[config.mk]
export PLATFORM = sky130hd
export DESIGN_NAME = approx_add_err_monitor
export DESIGN_NICKNAME = d
export VERILOG_FILES = /design/src/rtl/approx_err_pkg.sv /design/src/rtl/approx_add_err_monitor_dist.sv /design/src/rtl/approx_add_err_monitor.sv
export SDC_FILE = /design/constraint.sdc
export NUM_CORES = 1
export LEC_CHECK = 0
export ABC_CLOCK_PERIOD_IN_PS = 15100
export CELL_PAD_IN_SITES_DETAIL_PLACEMENT = 1
export CELL_PAD_IN_SITES_GLOBAL_PLACEMENT = 2
export CORE_ASPECT_RATIO = 0.8
export CORE_UTILIZATION = 43
export CTS_CLUSTER_DIAMETER = 120
export DETAILED_ROUTE_END_ITERATION = 6
export PLACE_DENSITY = 0.86
export SYNTH_ARGS = -nofsm -noshare
export SYNTH_HDL_FRONTEND = slang
export SYNTH_SLANG_ARGS = --single-unit
export TNS_END_PERCENT = 30
[constraint.sdc]
create_clock -name clk -period 15.1 [get_ports clk]
set_clock_uncertainty 0.15 [all_clocks]
set_input_delay 3.02 -clock clk [delete_from_list [all_inputs] [get_ports clk]]
set_output_delay 3.02 -clock clk [all_outputs]
set_load 0.01 [all_outputs]
[src/rtl/approx_err_pkg.sv]
// Shared types and width helpers for the approximate-adder error monitor.
// Optional max-error tracking is enabled with ERR_MAX_TRACK_EN.
package approx_err_pkg;

  typedef enum logic [1:0] {
    IDLE,
    ACCUM,
    DRAIN,
    REPORT
  } state_t;

  // idle cycles DRAIN waits once the pipe has emptied
  localparam logic [1:0] DRAIN_IDLE = 2'd2;

  function automatic int ed_w(input int width);
    return width + 1;
  endfunction

  function automatic int sq_w(input int width);
    return 2 * ed_w(width);
  endfunction

  function automatic int acc_w(input int width, input int win_log2);
    return sq_w(width) + win_log2;
  endfunction

  function automatic int sae_w(input int width, input int win_log2);
    return ed_w(width) + win_log2;
  endfunction

endpackage

[src/rtl/approx_add_err_monitor_dist.sv]
// Exact sum, absolute distance and square of an approximate-adder sample.
// Three register stages: capture, distance, square; flush kills in-flight valids.
module err_dist_sq
  import approx_err_pkg::*;
#(
  parameter int WIDTH = 16
) (
  input  logic               clk,
  input  logic               rst,
  input  logic               flush,
  input  logic               in_valid,
  input  logic [WIDTH-1:0]   a,
  input  logic [WIDTH-1:0]   b,
  input  logic [WIDTH:0]     approx,
  output logic               out_valid,
  output logic [WIDTH:0]     out_ed,
  output logic [2*WIDTH+1:0] out_sq,
  output logic               busy
);

  localparam int ED_W = ed_w(WIDTH);
  localparam int SQ_W = sq_w(WIDTH);

  logic            v0, v1, v2;
  logic [WIDTH-1:0] a0, b0;
  logic [ED_W-1:0] x0, ed1, ed2;
  logic [SQ_W-1:0] sq2;
  logic [ED_W-1:0] exact, ed_c;
  logic [SQ_W-1:0] sq_c;

  assign exact = {1'b0, a0} + {1'b0, b0};
  assign ed_c  = (exact >= x0) ? exact - x0 : x0 - exact;
  assign sq_c  = SQ_W'(ed1) * SQ_W'(ed1);

  always_ff @(posedge clk or posedge rst) begin
    if (rst) begin
      v0  <= 1'b0;
      v1  <= 1'b0;
      v2  <= 1'b0;
      a0  <= '0;
      b0  <= '0;
      x0  <= '0;
      ed1 <= '0;
      ed2 <= '0;
      sq2 <= '0;
    end else begin
      v0 <= in_valid & ~flush;
      v1 <= v0 & ~flush;
      v2 <= v1 & ~flush;
      if (in_valid) begin
        a0 <= a;
        b0 <= b;
        x0 <= approx;
      end
      if (v0) ed1 <= ed_c;
      if (v1) begin
        ed2 <= ed1;
        sq2 <= sq_c;
      end
    end
  end

  assign out_valid = v2;
  assign out_ed    = ed2;
  assign out_sq    = sq2;
  assign busy      = v0 | v1 | v2;

endmodule

[src/rtl/approx_add_err_monitor.sv]
// Windowed SSE/SAE/error-count monitor for an approximate adder.
// Define ERR_MAX_TRACK_EN to also track and report the maximum error.
module approx_add_err_monitor
  import approx_err_pkg::*;
#(
  parameter int WIDTH    = 16,
  parameter int WIN_LOG2 = 8
) (
  input  logic                  clk,
  input  logic                  rst,
  input  logic                  in_valid,
  output logic                  in_ready,
  input  logic [WIDTH-1:0]      in_a,
  input  logic [WIDTH-1:0]      in_b,
  input  logic [WIDTH:0]        in_approx,
  input  logic                  clear,
  output logic                  res_valid,
  input  logic                  res_ready,
  output logic [acc_w(WIDTH, WIN_LOG2)-1:0] res_sse,
  output logic [sae_w(WIDTH, WIN_LOG2)-1:0] res_sae,
  output logic [WIN_LOG2:0]     res_err_cnt
`ifdef ERR_MAX_TRACK_EN
  ,
  output logic [WIDTH:0]        res_max_err
`endif
);

  localparam int ED_W  = ed_w(WIDTH);
  localparam int SQ_W  = sq_w(WIDTH);
  localparam int ACC_W = acc_w(WIDTH, WIN_LOG2);
  localparam int SAE_W = sae_w(WIDTH, WIN_LOG2);
  localparam int CNT_W = WIN_LOG2 + 1;
  localparam logic [CNT_W-1:0] WIN = CNT_W'(2 ** WIN_LOG2);

  state_t           state;
  logic             rdy;
  logic             rv;
  logic [CNT_W-1:0] cnt;
  logic [CNT_W-1:0] cnt_nx;
  logic [1:0]       dcnt;
  logic [ACC_W-1:0] sse;
  logic [SAE_W-1:0] sae;
  logic [CNT_W-1:0] ecnt;
  logic             accept;
  logic             pv;
  logic             busy;
  logic [ED_W-1:0]  ped;
  logic [SQ_W-1:0]  psq;
`ifdef ERR_MAX_TRACK_EN
  logic [ED_W-1:0]  mx;
`endif

  assign in_ready  = rdy;
  assign res_valid = rv;
  assign accept    = in_valid & rdy & ~clear;
  assign cnt_nx    = cnt + CNT_W'(1);

  err_dist_sq #(
    .WIDTH(WIDTH)
  ) u_dist (
    .clk      (clk),
    .rst      (rst),
    .flush    (clear),
    .in_valid (accept),
    .a        (in_a),
    .b        (in_b),
    .approx   (in_approx),
    .out_valid(pv),
    .out_ed   (ped),
    .out_sq   (psq),
    .busy     (busy)
  );

  always_ff @(posedge clk or posedge rst) begin
    if (rst) begin
      state       <= IDLE;
      rdy         <= 1'b0;
      rv          <= 1'b0;
      cnt         <= '0;
      dcnt        <= '0;
      sse         <= '0;
      sae         <= '0;
      ecnt        <= '0;
      res_sse     <= '0;
      res_sae     <= '0;
      res_err_cnt <= '0;
`ifdef ERR_MAX_TRACK_EN
      mx          <= '0;
      res_max_err <= '0;
`endif
    end else if (clear) begin
      state <= IDLE;
      rdy   <= 1'b1;
      rv    <= 1'b0;
      cnt   <= '0;
      dcnt  <= '0;
      sse   <= '0;
      sae   <= '0;
      ecnt  <= '0;
`ifdef ERR_MAX_TRACK_EN
      mx    <= '0;
`endif
    end else begin
      if (pv) begin
        sse  <= sse + ACC_W'(psq);
        sae  <= sae + SAE_W'(ped);
        ecnt <= ecnt + CNT_W'(ped != '0);
`ifdef ERR_MAX_TRACK_EN
        if (ped > mx) mx <= ped;
`endif
      end
      unique case (state)
        IDLE, ACCUM: begin
          rdy <= 1'b1;
          if (accept) begin
            cnt   <= cnt_nx;
            state <= ACCUM;
            // saturate exactly at the window size
            if (cnt_nx == WIN) begin
              state <= DRAIN;
              rdy   <= 1'b0;
              dcnt  <= '0;
            end
          end
        end
        DRAIN: begin
          rdy <= 1'b0;
          if (busy) begin
            dcnt <= '0;
          end else if (dcnt == DRAIN_IDLE) begin
            state       <= REPORT;
            rv          <= 1'b1;
            res_sse     <= sse;
            res_sae     <= sae;
            res_err_cnt <= ecnt;
`ifdef ERR_MAX_TRACK_EN
            res_max_err <= mx;
`endif
          end else begin
            dcnt <= dcnt + 2'd1;
          end
        end
        REPORT: begin
          rdy <= 1'b0;
          if (res_ready) begin
            state <= IDLE;
            rv    <= 1'b0;
            rdy   <= 1'b1;
            cnt   <= '0;
            dcnt  <= '0;
            sse   <= '0;
            sae   <= '0;
            ecnt  <= '0;
`ifdef ERR_MAX_TRACK_EN
            mx    <= '0;
`endif
          end
        end
        default: begin
          state <= IDLE;
          rv    <= 1'b0;
        end
      endcase
    end
  end

endmodule
==> metrics.log <==
[metrics] maximum clock path buffer count: 3
[metrics] fin crit share: between 40% and 50%
[metrics] depth of the critical timing path with buffers and inverters included: 21
[metrics] ANT nets after route: 0
[metrics] final critical delay including setup and external delays: between 6 and 7 ns
[metrics] flop and latch count out of synthesis: ~290
[metrics] fin nets: between 3000 and 4000
[metrics] worst path bufs/invs: 5
[metrics] fmax: around 0.14 GHz
[metrics] Final Wtd Congestion: just under 0.9
[metrics] setup TNS: 0 ns
[metrics] Post-Synthesis Mean Instance Area: 9.45 sq um
[metrics] leading area contributor after synthesis: dfrtp_1
[metrics] clock tree from TritonCTS: done
[metrics] DRC: 0
[metrics] I/O pin count: approximately 130
[metrics] Sink Count: between 200 and 300
[metrics] met2 capacity usage during global routing: 41.0%
[metrics] dominant synthesized flop cell: dfrtp_1
[metrics] headroom to the max-slew limit: between 10% and 20%
[metrics] required time of the critical path: around 15 ns
[metrics] Hold-fix buffers, CTS: 0
[metrics] worst setup path end: u_dist.out_sq[33]$_DFFE_PP0P_
[metrics] die outline height: about 210 um
[metrics] wire per inst: 19.4 um
[metrics] Hold Crit Class: flip-flop to flip-flop
[metrics] Hold WS: ~0.33 ns
[metrics] busiest metal layer after global routing: met2
[metrics] top library cells by usage in the layout, fill and taps aside: inv_1, nand2_1, dfrtp_1, ha_1, fa_1
[metrics] aggregate global routing overflow: 0
[metrics] All-Layer GR Usage: a little under a quarter
[metrics] startpoint types: flip-flop
[metrics] synthesized cell area: approximately 0.024 sq mm
[metrics] growth of design area from synthesis to finish: 13.1%
[metrics] Syn Inst Count: ~2600
[metrics] met3 Usage GRT: 2.58%
[metrics] result of the run: finished, final reports clean
[metrics] number of warnings reported in the yosys synthesis log: 0
[metrics] Crit Path Category: flip-flop to flip-flop
[metrics] port buffer count: between 100 and 150
[metrics] standard-cell rows: between 70 and 80
[metrics] Routed WL: between 60 and 70 mm
[metrics] Post-CTS Setup Bufs: 0
[metrics] type of element capturing the critical path: flip-flop
[metrics] Die Area: 0.0572 sq mm
[metrics] number of cells traversed by the worst register-to-register path: 21
[metrics] Final Hold Fails: 0
[metrics] detailed-router iteration count before antenna repair: 4
[metrics] met1 global-route usage: between 30% and 40%
[metrics] maximum fanout along the worst path: 17
[metrics] Via density: approximately 5.4
[metrics] crit path max-delay cell type: dfrtp_1
[metrics] CP Cell Sequence: inv_1, nor2_1, inv_1, fa_1, fa_1, fa_1, fa_1, inv_1, fa_1, inv_1, fa_1, inv_1, ha_1, a211oi_1, o21ai_0, a32oi_1, a21oi_1, o21bai_1, a211oi_1, o21a_1, o31a_1
[metrics] Final Setup Violations: 0
[metrics] Placeable Area: approximately 0.055 sq mm
[metrics] die boundary width: roughly 270 um
[metrics] number of global-route vias before repair: 20602
[metrics] cts bufs inserted: 31
[metrics] number of antenna violations at the first check in global routing: 2
[metrics] wire length of the first global-routing pass: 109 mm
[metrics] top cell type's share of synthesized area: between 20% and 30%
[metrics] layout cells sized above 1: between 7 and 8%
[metrics] Detail Placement HPWL: a little over 50 mm
[metrics] number of nets produced by synthesis: 3020
[metrics] sequential cell area: between 0.007 and 0.008 sq mm
[metrics] pin count of the biggest net entering global routing: around 160
[metrics] most common cell after layout, fill and taps aside: inv_1
[metrics] largest incremental delay on the critical path: around 0.74 ns
[metrics] number of maximum-capacitance constraint violations: 0
[metrics] number of slew-limit violations in the final report: 0
[metrics] worst skew pair latency: between 0.6 and 0.7 ns
[metrics] Clk pin slew, worst setup/hold paths: around 0.060 ns
[metrics] synth top area cells: dfrtp_1, fa_1, ha_1
[metrics] reg2reg start: u_dist.ed1[3]$_DFFE_PP0P_
[metrics] count of antenna diodes in the layout: 0
[metrics] Async S/R FF share, synth: 100%
[metrics] first element of the critical path: u_dist.ed1[3]$_DFFE_PP0P_
[metrics] drt first-iter violations: around 760
[metrics] cell repeated most along the worst path: fa_1
[metrics] EDFF count, synth: 0
[metrics] Top Family by Delay on Critical Path: adder cells
[metrics] data arrival at the endpoint of the critical path: between 7 and 8 ns
[metrics] unrepaired setup endpoints after global routing: false
[metrics] Initial Utilization: 43.7%
[metrics] clock root buffer: clkbuf_16
[metrics] sequential cell area fraction in the yosys report: between 20% and 30%
[metrics] Resized cells post-CTS: 0
[metrics] R2R setup slack: slightly above 8 ns
[metrics] fill cell count: a little over 6000
[metrics] number of distinct standard cells referenced by the synthesized netlist: ~80
[metrics] total via count in the routed design: approximately 19000
[metrics] htree depth: 1
[metrics] area used by multi-input combinational logic: between 0.015 and 0.02 sq mm
[metrics] FF-to-FF End: u_dist.out_sq[33]$_DFFE_PP0P_
[metrics] Least-Margin Pin Slew: roughly 1.3 ns
[stage by stage]
| step | cell area, sq um | worst slack (ns) | utilization (%) | cells |
|---|---|---|---|---|
| 2_1_floorplan | 24200 | 4.07 | - | 2560 |
| 3_3_place_gp | 26200 | 8.43 | 47.3 | 3354 |
| 3_5_place_dp | 26200 | 8.24 | 47.3 | 3354 |
| 4_1_cts | 27400 | 8.17 | 49.4 | 3411 |
| 5_1_grt | 27400 | 7.72 | 49.4 | 3411 |
| 6_report | 27400 | 8.17 | 49.4 | 3411 |
[tightest hold or removal path: cells and delay by family, from the launching register on]
kind | cells | cell delay [ns]
flip-flops | 1 | 0.34
AND/OR/NAND/NOR | 2 | 0.10
[metal layers]
layer	vias to the layer above	wire [um]
met5	-	0
met4	0	1840
met3	98	1850
met2	262	32900
met1	9469	29600
li1	8680	-
[cell type report]
| cell class | count | share of cell area, % |
|---|---|---|
| clock buffers | 41 | 3.23 |
| inverters | 360 | 4.96 |
| clock inverters | 16 | 1.11 |
| flip-flops and latches | 285 | 26.1 |
| multi-input cells | 1819 | 56.1 |
| repair buffers | 140 | 5.08 |
| well taps | 750 | 3.43 |
[state kept, by name, indices dropped and copies added (netlist names), 2 cells and up]
register,count
u_dist.out_ed,16
res_sae,25
u_dist.out_sq,33
ecnt,9
u_dist.x0,17
state,2
u_dist.ed1,17
res_err_cnt,9
cnt,9
dcnt,2
sae,25
sse,42
u_dist.a0,16
u_dist.b0,16
res_sse,42
[synthesized netlist by cell type (38+ instances only)]
library cell,count
mux2_2,112
nor2_1,148
o21ai_0,83
inv_1,360
a21oi_1,114
fa_1,194
dfrtp_1,285
nand3_1,38
nand2_1,317
clkbuf_1,81
ha_1,212
and2_1,54
xnor2_1,70
[worst min path at each step]
| stage | startpoint | end | slack, ns | cells after the start |
|---|---|---|---|---|
| finish | u_dist.a0[2]$_DFFE_PP0P_ | u_dist.a0[2]$_DFFE_PP0P_ | 0.33 | 2 |
| floorplan | u_dist.a0[0]$_DFFE_PP0P_ | u_dist.a0[0]$_DFFE_PP0P_ | 0.30 | 2 |
| global route | u_dist.a0[2]$_DFFE_PP0P_ | u_dist.a0[2]$_DFFE_PP0P_ | 0.36 | 2 |
| global placement | res_sse[38]$_DFFE_PP0P_ | res_sse[38]$_DFFE_PP0P_ | 0.32 | 2 |
| CTS | u_dist.a0[2]$_DFFE_PP0P_ | u_dist.a0[2]$_DFFE_PP0P_ | 0.34 | 2 |
| detailed placement | u_dist.a0[11]$_DFFE_PP0P_ | u_dist.a0[11]$_DFFE_PP0P_ | 0.32 | 2 |
[kinds of logic after synthesis]
group	share of synthesized area, %
mux	6.72
buf+inv	7.10
flops	29.5
simple gates	13.6
compound gates	12.2
xor+xnor	3.87
fa+ha+maj	27.0
Power is left out: the tool's default activity adds up to more than one toggle a clock period on the data nets, which glitch-free logic cannot reach.
